**src/rtl/sbox_sweep_checker_bit_weight_acc.sv**
```systemverilog
// bit_weight_acc: ones counter for a single S-box output bit.
//   clk, rst : clock, synchronous active-high reset
//   clr      : synchronous clear (start of a new sweep)
//   inc      : add one this cycle
//   cnt      : current count
module bit_weight_acc #(
  parameter int CW = 7
) (
  input  logic          clk,
  input  logic          rst,
  input  logic          clr,
  input  logic          inc,
  output logic [CW-1:0] cnt
);

  always_ff @(posedge clk) begin
    if (rst || clr) cnt <= '0;
    else if (inc)   cnt <= cnt + 1'b1;
  end

endmodule

```
**config.mk**
```make
export PLATFORM = sky130hd
export DESIGN_NAME = bit_weight_acc
export DESIGN_NICKNAME = d
export VERILOG_FILES = /design/src/rtl/sbox_sweep_checker_bit_weight_acc.sv
export SDC_FILE = /design/constraint.sdc
export NUM_CORES = 1
export LEC_CHECK = 0
export CAP_MARGIN = 20
export CORE_AREA = 2 2 39 41
export DETAILED_ROUTE_END_ITERATION = 6
export DIE_AREA = 0 0 41 43
export SYNTH_ARGS = -nofsm -noshare
export SYNTH_HDL_FRONTEND = slang
export SYNTH_SLANG_ARGS = --single-unit
export TNS_END_PERCENT = 100
```
**constraint.sdc**
```tcl
create_clock -name clk -period 1.5 [get_ports clk]
set_input_delay 0.3 -clock clk [delete_from_list [all_inputs] [get_ports clk]]
set_output_delay 0.3 -clock clk [all_outputs]
set_load 0.01 [all_outputs]
```
# After elaboration in Yosys (flattened, before gate mapping)
# Index checks and enable logic that the tools add are counted.
# totals
regBits	7
out_inout_bits	7
elab_cells	3
# classes
add_sub_neg	1
reduce_logical	1
# ops
cell	count
$add A7 B1 Y7 const B	1
$logic_or A1 B1 Y1	1

# Longest topological paths before layout
# Gate-level depths: netlist of run 1.
# depth
depth_word	1
mapped_depth	4

# Least setup slack after synthesis of run 1
# No wires, ideal clock.
# synth_timing
path_kind	flip-flop to flip-flop
from	register cnt[0]
to	register cnt[6]
setup_ns	0.070
arrival_time_ns	1.107
path_slack_ns	0.323
stages_incl_launch_ff	5
path_buffers	0
period_less_slack_ns	1.177
path_cell_list	dfxtp_1 -> ha_1 -> nand2_1 -> or3_1 -> a21oi_1
# synth_via
elab_chain_cells	1
# synth_rtl
item	line	rtl
start, declared	13	output logic [CW-1:0] cnt
start signal, assigned	18	else if (inc) cnt <= cnt + 1'b1;
$add A7 B1 Y7	18	
# No other way between the ends.
# A chain may end at the register's enable or synchronous reset.

# Worst setup path after layout of run 1
# layout_timing
from	register cnt[6]
to	output cnt[6]
# No word-level cell between the ends.

==> reports/qor.txt, run 1 <==
Hold Vio Cnt, Final: 0
n_diodes: 0
max cap viols: 0
post-layout util: 0.329
cts hold-fix bufs: 0
total track usage: 0.0884
I/O pins: 11
antenna violations before repair: 0
Worst Reg-to-Reg Cells: 4
root buffer selected by CTS: clkbuf_4
Nets: 53
largest fanout on the critical path: 3
vias: 257
largest area contributor in the netlist: dfxtp_1
asr flop ratio synth: 0
fill count: 150
worst hold margin: 0.489 ns
postcts setup bufs: 0
max reg flops: 7
flops & latches, synth: 7
Top Registers: cnt: 7 flops
Worst Skew: 0.00189 ns
CP arrival: 1.12 ns
synth warn: 0
Skew-Pair Late Insertion Delay: 0.25 ns
first-pass GRT wire length: 986 microns
core area: 0.00138 sq mm
Synth area leaders: dfxtp_1 46%, xor2_1 8.7%, nor2_1 6.2%
EDFF count, synth: 0
layout cells sized above 1: 0.170
VDD IR max: 0.000425 V
Seq/Total Area, Yosys: 0.463
sum of buffers and inverters on the critical path: 1
Critical Path RT: 1.20 ns
setup violators final: 0
most frequent cells after synthesis: 7 x dfxtp_1, 5 x nor2_1, 3 x nand2_1, 3 x xor2_1
critical path capture point type: primary output
Syn Nets: 38
RSZ-0062 raised after global routing: false
H-tree depth: 1
clock tree buffer depth: 2
critical path startpoint category: register
die area: 0.00176 sq mm
mapped cell area: 303 sq um
Pwr per Cell Area: 853 mW/mm^2
worst r2r src: cnt[1]$_SDFFE_PP0P_
CTS sink count: 7
period utilization: 0.947
Setup Crit Path Kind: register to primary output
library cells used by synthesis: 15
vias in the first global route: 232
Detailed Place HPWL: 413 microns
count of input and output buffers: 10
drt wl/cell: 9.13 microns
Worst Hold Depth: 2
slowest CP cell: clkdlybuf4s50_1
total grt overflow: 0
Worst path max stage delay: 0.54 ns
TritonRoute pass-1 iters: 3
HP Start: cnt[6]$_SDFFE_PP0P_
detailed-route wire length: 575 microns
hold endpoint: cnt[6]$_SDFFE_PP0P_
setup TNS: 0 ns
Num CTS Buffers: 3
routed vias/inst: 4.08
DRC Markers: 0
Reg-to-Reg End: cnt[6]$_SDFFE_PP0P_
Reg with most FFs: cnt
outcome: completed
Routed Antenna Nets: 0
Die Span Y: 43 microns
top_reg_cell synth: dfxtp_1
Initial Util: 0.219
CP top delay family: buffers and inverters
post-CTS sizing: 4
worst hold path type: register to register
Die W: 41 microns
Peak Freq: 704 MHz
synth-to-layout area growth: 50.4%
Leak: 0.223 nW
CTS tree: done
Synth Instances: 33
CTS clk-pin slew, worst paths: 0.05 ns
fin crit period: 1.42 ns
syn avg cell area: 9.18 sq um
largest net degree at the start of global routing: 8
most common cell in the netlist: dfxtp_1
Slew Viols, Final: 0
1st-iter DRT viols: 4
slew margin rel.: 0.891
post-synth top area share: 0.463
Finished Layout Cells: 63
GPL Wtd Cong: 0.704
reg2reg setup slack: 0.31 ns
row count: 14
Worst Max-Slew Pin Slew: 0.164 ns
dpl cells: 59
worst path cell trace: clkdlybuf4s50_1
## layout by cell type, fill, tap and decap left out, types with 3 or more instances in the layout
cell / netlist / routed
clkdlybuf4s50_1: 0 / 5
nand2_1: 3 / 3
dfxtp_1: 7 / 6
clkbuf_4: 0 / 3
nor2_1: 5 / 5
xor2_1: 3 / 3
dlygate4sd2_1: 0 / 3
## power by group
group	switching (mW)	internal, mW
combinational	0.00990	0.0156
clock	0.0706	0.102
sequential	0.00261	0.188
## through the flow
step                      instance area (sq um)  power, mW  setup WS (ns)
after CTS                                   450      0.401         0.0194
after global routing                        455      0.414         0.0378
after floorplan                             303      0.208          0.323
after global placement                      427      0.221         0.0309
final                                       455      0.389         0.0788
after detailed placement                    427      0.221         0.0138
## kinds of logic after synthesis
| family | Yosys count | synth area share |
|---|---|---|
| and+or+nand+nor | 14 | 0.244 |
| DFF | 7 | 0.463 |
| AOI/OAI and AO/OA | 4 | 0.0661 |
| xor gates and xnor gates | 4 | 0.116 |
| buffers and inverters | 2 | 0.0372 |
| muxes | 1 | 0.0331 |
| adders and majority gates | 1 | 0.0413 |
## worst max path at each step
stage,to,start,slack [ns],cells past startpoint
after floorplan,cnt[6]$_SDFFE_PP0P_,cnt[0]$_SDFFE_PP0P_,0.32,4
after global placement,cnt[6]$_SDFFE_PP0P_,inc,0.03,4
after detailed placement,cnt[6]$_SDFFE_PP0P_,inc,0.01,4
after CTS,cnt[0],cnt[0]$_SDFFE_PP0P_,0.02,1
after global routing,cnt[6],cnt[6]$_SDFFE_PP0P_,0.04,1
final,cnt[6],cnt[6]$_SDFFE_PP0P_,0.08,1
## per-layer routing
metal / vias to the layer above / GRT usage / part of all wire
met5: - / 0 / 0
met4: 0 / 0.0600 / 0
met3: 0 / 0.0524 / 0.077
met2: 7 / 0.103 / 0.45
met1: 111 / 0.116 / 0.47
li1: 139 / - / -
## layout make-up
class	instances	area, sq um	area share
Timing Repair Buffer	12	116	0.255
Sequential cell	7	141	0.310
Multi-Input combinational cell	24	151	0.332
Clock buffer	4	26.3	0.0577
Tap cell	16	20.0	0.0440
Note: power is estimated with default switching activity, not from simulation.
==> run 2, diff against run 1 <==
- GPL_TIMING_DRIVEN: unset -> 0
==> reports/qor.txt, run 2 (synthesis gave the netlist of run 1 again) <==
reg2reg setup slack: 0.31 ns (about the same)
Hold Vio Cnt, Final: 0 (unchanged)
final worst slack: 0.0757 ns (was 0.0788 ns)
Worst Hold Depth: 3 (was 2)
worst r2r src: cnt[0]$_SDFFE_PP0P_ (was cnt[1]$_SDFFE_PP0P_)
fin crit period: 1.42 ns (about the same)
HP Start: inc (was cnt[6]$_SDFFE_PP0P_)
Num CTS Buffers: 3 (unchanged)
count of input and output buffers: 9 (was 10)
H-tree depth: 1 (unchanged)
clock tree buffer depth: 2 (unchanged)
total grt overflow: 0 (unchanged)
Critical Path RT: 1.20 ns (about the same)
sum of buffers and inverters on the critical path: 1 (unchanged)
Reg with most FFs: cnt (unchanged)
most frequent cells in the layout: 6 x dfxtp_1, 5 x nor2_1 (was 6 x dfxtp_1, 5 x nor2_1, 5 x clkdlybuf4s50_1)
FF/Latch Area: 141 sq um (unchanged)
n_diodes: 0 (unchanged)
met1 usage: 0.104 (was 0.116)
max reg flops: 7 (unchanged)
Worst Reg-to-Reg Cells: 4 (unchanged)
setup TNS: 0 ns (unchanged)
TritonRoute pass-1 iters: 4 (was 3)
Routed Antenna Nets: 0 (unchanged)
DRC Markers: 0 (unchanged)
RSZ-0062 raised after global routing: false (unchanged)
synth-to-layout area growth: 46.7% (was 50.4%)
Pwr per Cell Area: 877 mW/mm^2 (was 853 mW/mm^2)
root buffer selected by CTS: clkbuf_4 (unchanged)
CTS clk-pin slew, worst paths: 0.06 ns (was 0.05 ns)
Initial Util: 0.219 (unchanged)
total track usage: 0.0846 (was 0.0884)
routed vias/inst: 4.21 (was 4.08)
pre-CTS setup slack: 0.130 ns (was 0.0138 ns)
die area: 0.00176 sq mm (unchanged)
most common cell after layout, fill and taps aside: dfxtp_1 (unchanged)
drt wl/cell: 9.37 microns (was 9.13 microns)
Nets: 52 (was 53)
core area: 0.00138 sq mm (unchanged)
Detailed Place HPWL: 416 microns (was 413 microns)
Skew-Pair Late Insertion Delay: 0.25 ns (about the same)
max cap viols: 0 (unchanged)
Worst Max-Slew Pin Slew: 0.304 ns (was 0.164 ns)
GPL Wtd Cong: 0.693 (was 0.704)
grt met3 use: 0.0471 (was 0.0524)
largest fanout on the critical path: 3 (unchanged)
Reg-to-Reg End: cnt[6]$_SDFFE_PP0P_ (unchanged)
vias: 261 (was 257)
Peak Freq: 702 MHz (was 704 MHz)
Worst path max stage delay: 0.54 ns (about the same)
Top Usage Layer GRT: met1 (unchanged)
dpl cell area: 413 sq um (was 427 sq um)
largest net degree at the start of global routing: 8 (unchanged)
critical path startpoint category: register (unchanged)
slew margin rel.: 0.797 (was 0.891)
slowest CP cell: clkdlybuf4s50_1 (unchanged)
CP arrival: 1.12 ns (about the same)
fill count: 147 (was 150)
first-pass GRT wire length: 931 microns (was 986 microns)
Leak: 0.235 nW (was 0.223 nW)
multi-input gate area in the final layout: 151 sq um (unchanged)
Top Registers: cnt: 7 flops (unchanged)
hold endpoint: cnt[0]$_SDFFE_PP0P_ (was cnt[6]$_SDFFE_PP0P_)
cts hold-fix bufs: 0 (unchanged)
vias in the first global route: 231 (was 232)
Setup Crit Path Kind: register to primary output (unchanged)
layout cells sized above 1: 0.152 (was 0.170)
fin area: 444 sq um (was 455 sq um)
row count: 14 (unchanged)
antenna violations before repair: 0 (unchanged)
Worst Skew: 0.00122 ns (was 0.00189 ns)
I/O pins: 11 (unchanged)
critical path capture point type: primary output (unchanged)
Die Span Y: 43 microns (unchanged)
CTS sink count: 7 (unchanged)
worst path cell trace: clkdlybuf4s50_1 (unchanged)
1st-iter DRT viols: 4 (unchanged)
Die W: 41 microns (unchanged)
Slew Viols, Final: 0 (unchanged)
CTS tree: done (unchanged)
CP top delay family: buffers and inverters (unchanged)
worst hold path type: primary input to register (was register to register)
period utilization: 0.950 (was 0.947)
VDD IR max: 0.000338 V (was 0.000425 V)
met2 usage: 0.0969 (was 0.103)
outcome: completed (unchanged)
detailed-route wire length: 581 microns (was 575 microns)
setup violators final: 0 (unchanged)
## run 2: cell count changes in the layout (fill, tap and decap cells not counted), sizes merged
| cell | before | now |
|---|---|---|
| buf | 2 | 1 |
| clkbuf | 4 | 5 |
| clkdlybuf4s50 | 5 | 3 |
| dlymetal6s2s | 2 | 3 |
## run 2: per-stage QoR
stage / hold WS (ns) / utilization / power, mW / instances
6_report: 0.354 / 0.321 / 0.389 / 62
2_1_floorplan: 0.502 / - / 0.208 / 33
3_5_place_dp: 0.481 / 0.298 / 0.219 / 58
4_1_cts: 0.358 / 0.316 / 0.392 / 62
5_1_grt: 0.392 / 0.321 / 0.405 / 62
3_3_place_gp: 0.471 / 0.298 / 0.219 / 58
## run 2: power by group
part / switching, mW / internal (mW)
Combinational: 0.00979 / 0.0131
Clock: 0.0744 / 0.102
Sequential: 0.00241 / 0.188
Total: 0.0866 / 0.303
## run 2: metal layers
| layer | vias up | wire length [microns] |
|---|---|---|
| met1 | 115 | 280 |
| met4 | 0 | 0 |
| met2 | 9 | 253 |
| met3 | 0 | 47 |
| met5 | - | 0 |
| li1 | 137 | - |
## run 2: cell type report
cell class | count | area share
Multi-Input combinational cell | 24 | 0.341
Sequential cell | 7 | 0.318
Timing Repair Buffer | 9 | 0.211
Clock buffer | 4 | 0.0592
Tap cell | 16 | 0.0451
Buffer | 2 | 0.0254
## run 2: worst max path at each step
stage	from	endpoint	slack, ns	cells past startpoint
after floorplan	cnt[0]$_SDFFE_PP0P_	cnt[6]$_SDFFE_PP0P_	0.32	4
after global placement	clr	cnt[5]$_SDFFE_PP0P_	0.14	4
after detailed placement	clr	cnt[3]$_SDFFE_PP0P_	0.13	4
after CTS	cnt[4]$_SDFFE_PP0P_	cnt[4]	0.005	1
after global routing	cnt[6]$_SDFFE_PP0P_	cnt[6]	0.02	1
final	cnt[6]$_SDFFE_PP0P_	cnt[6]	0.08	1
## run 2: timing repair
item | in CTS | in global routing
endpoints found under the setup margin | 4 | 3
setup buffers | 0 | 0
gates cloned | 0 | 0
resized for setup | 4 | 3
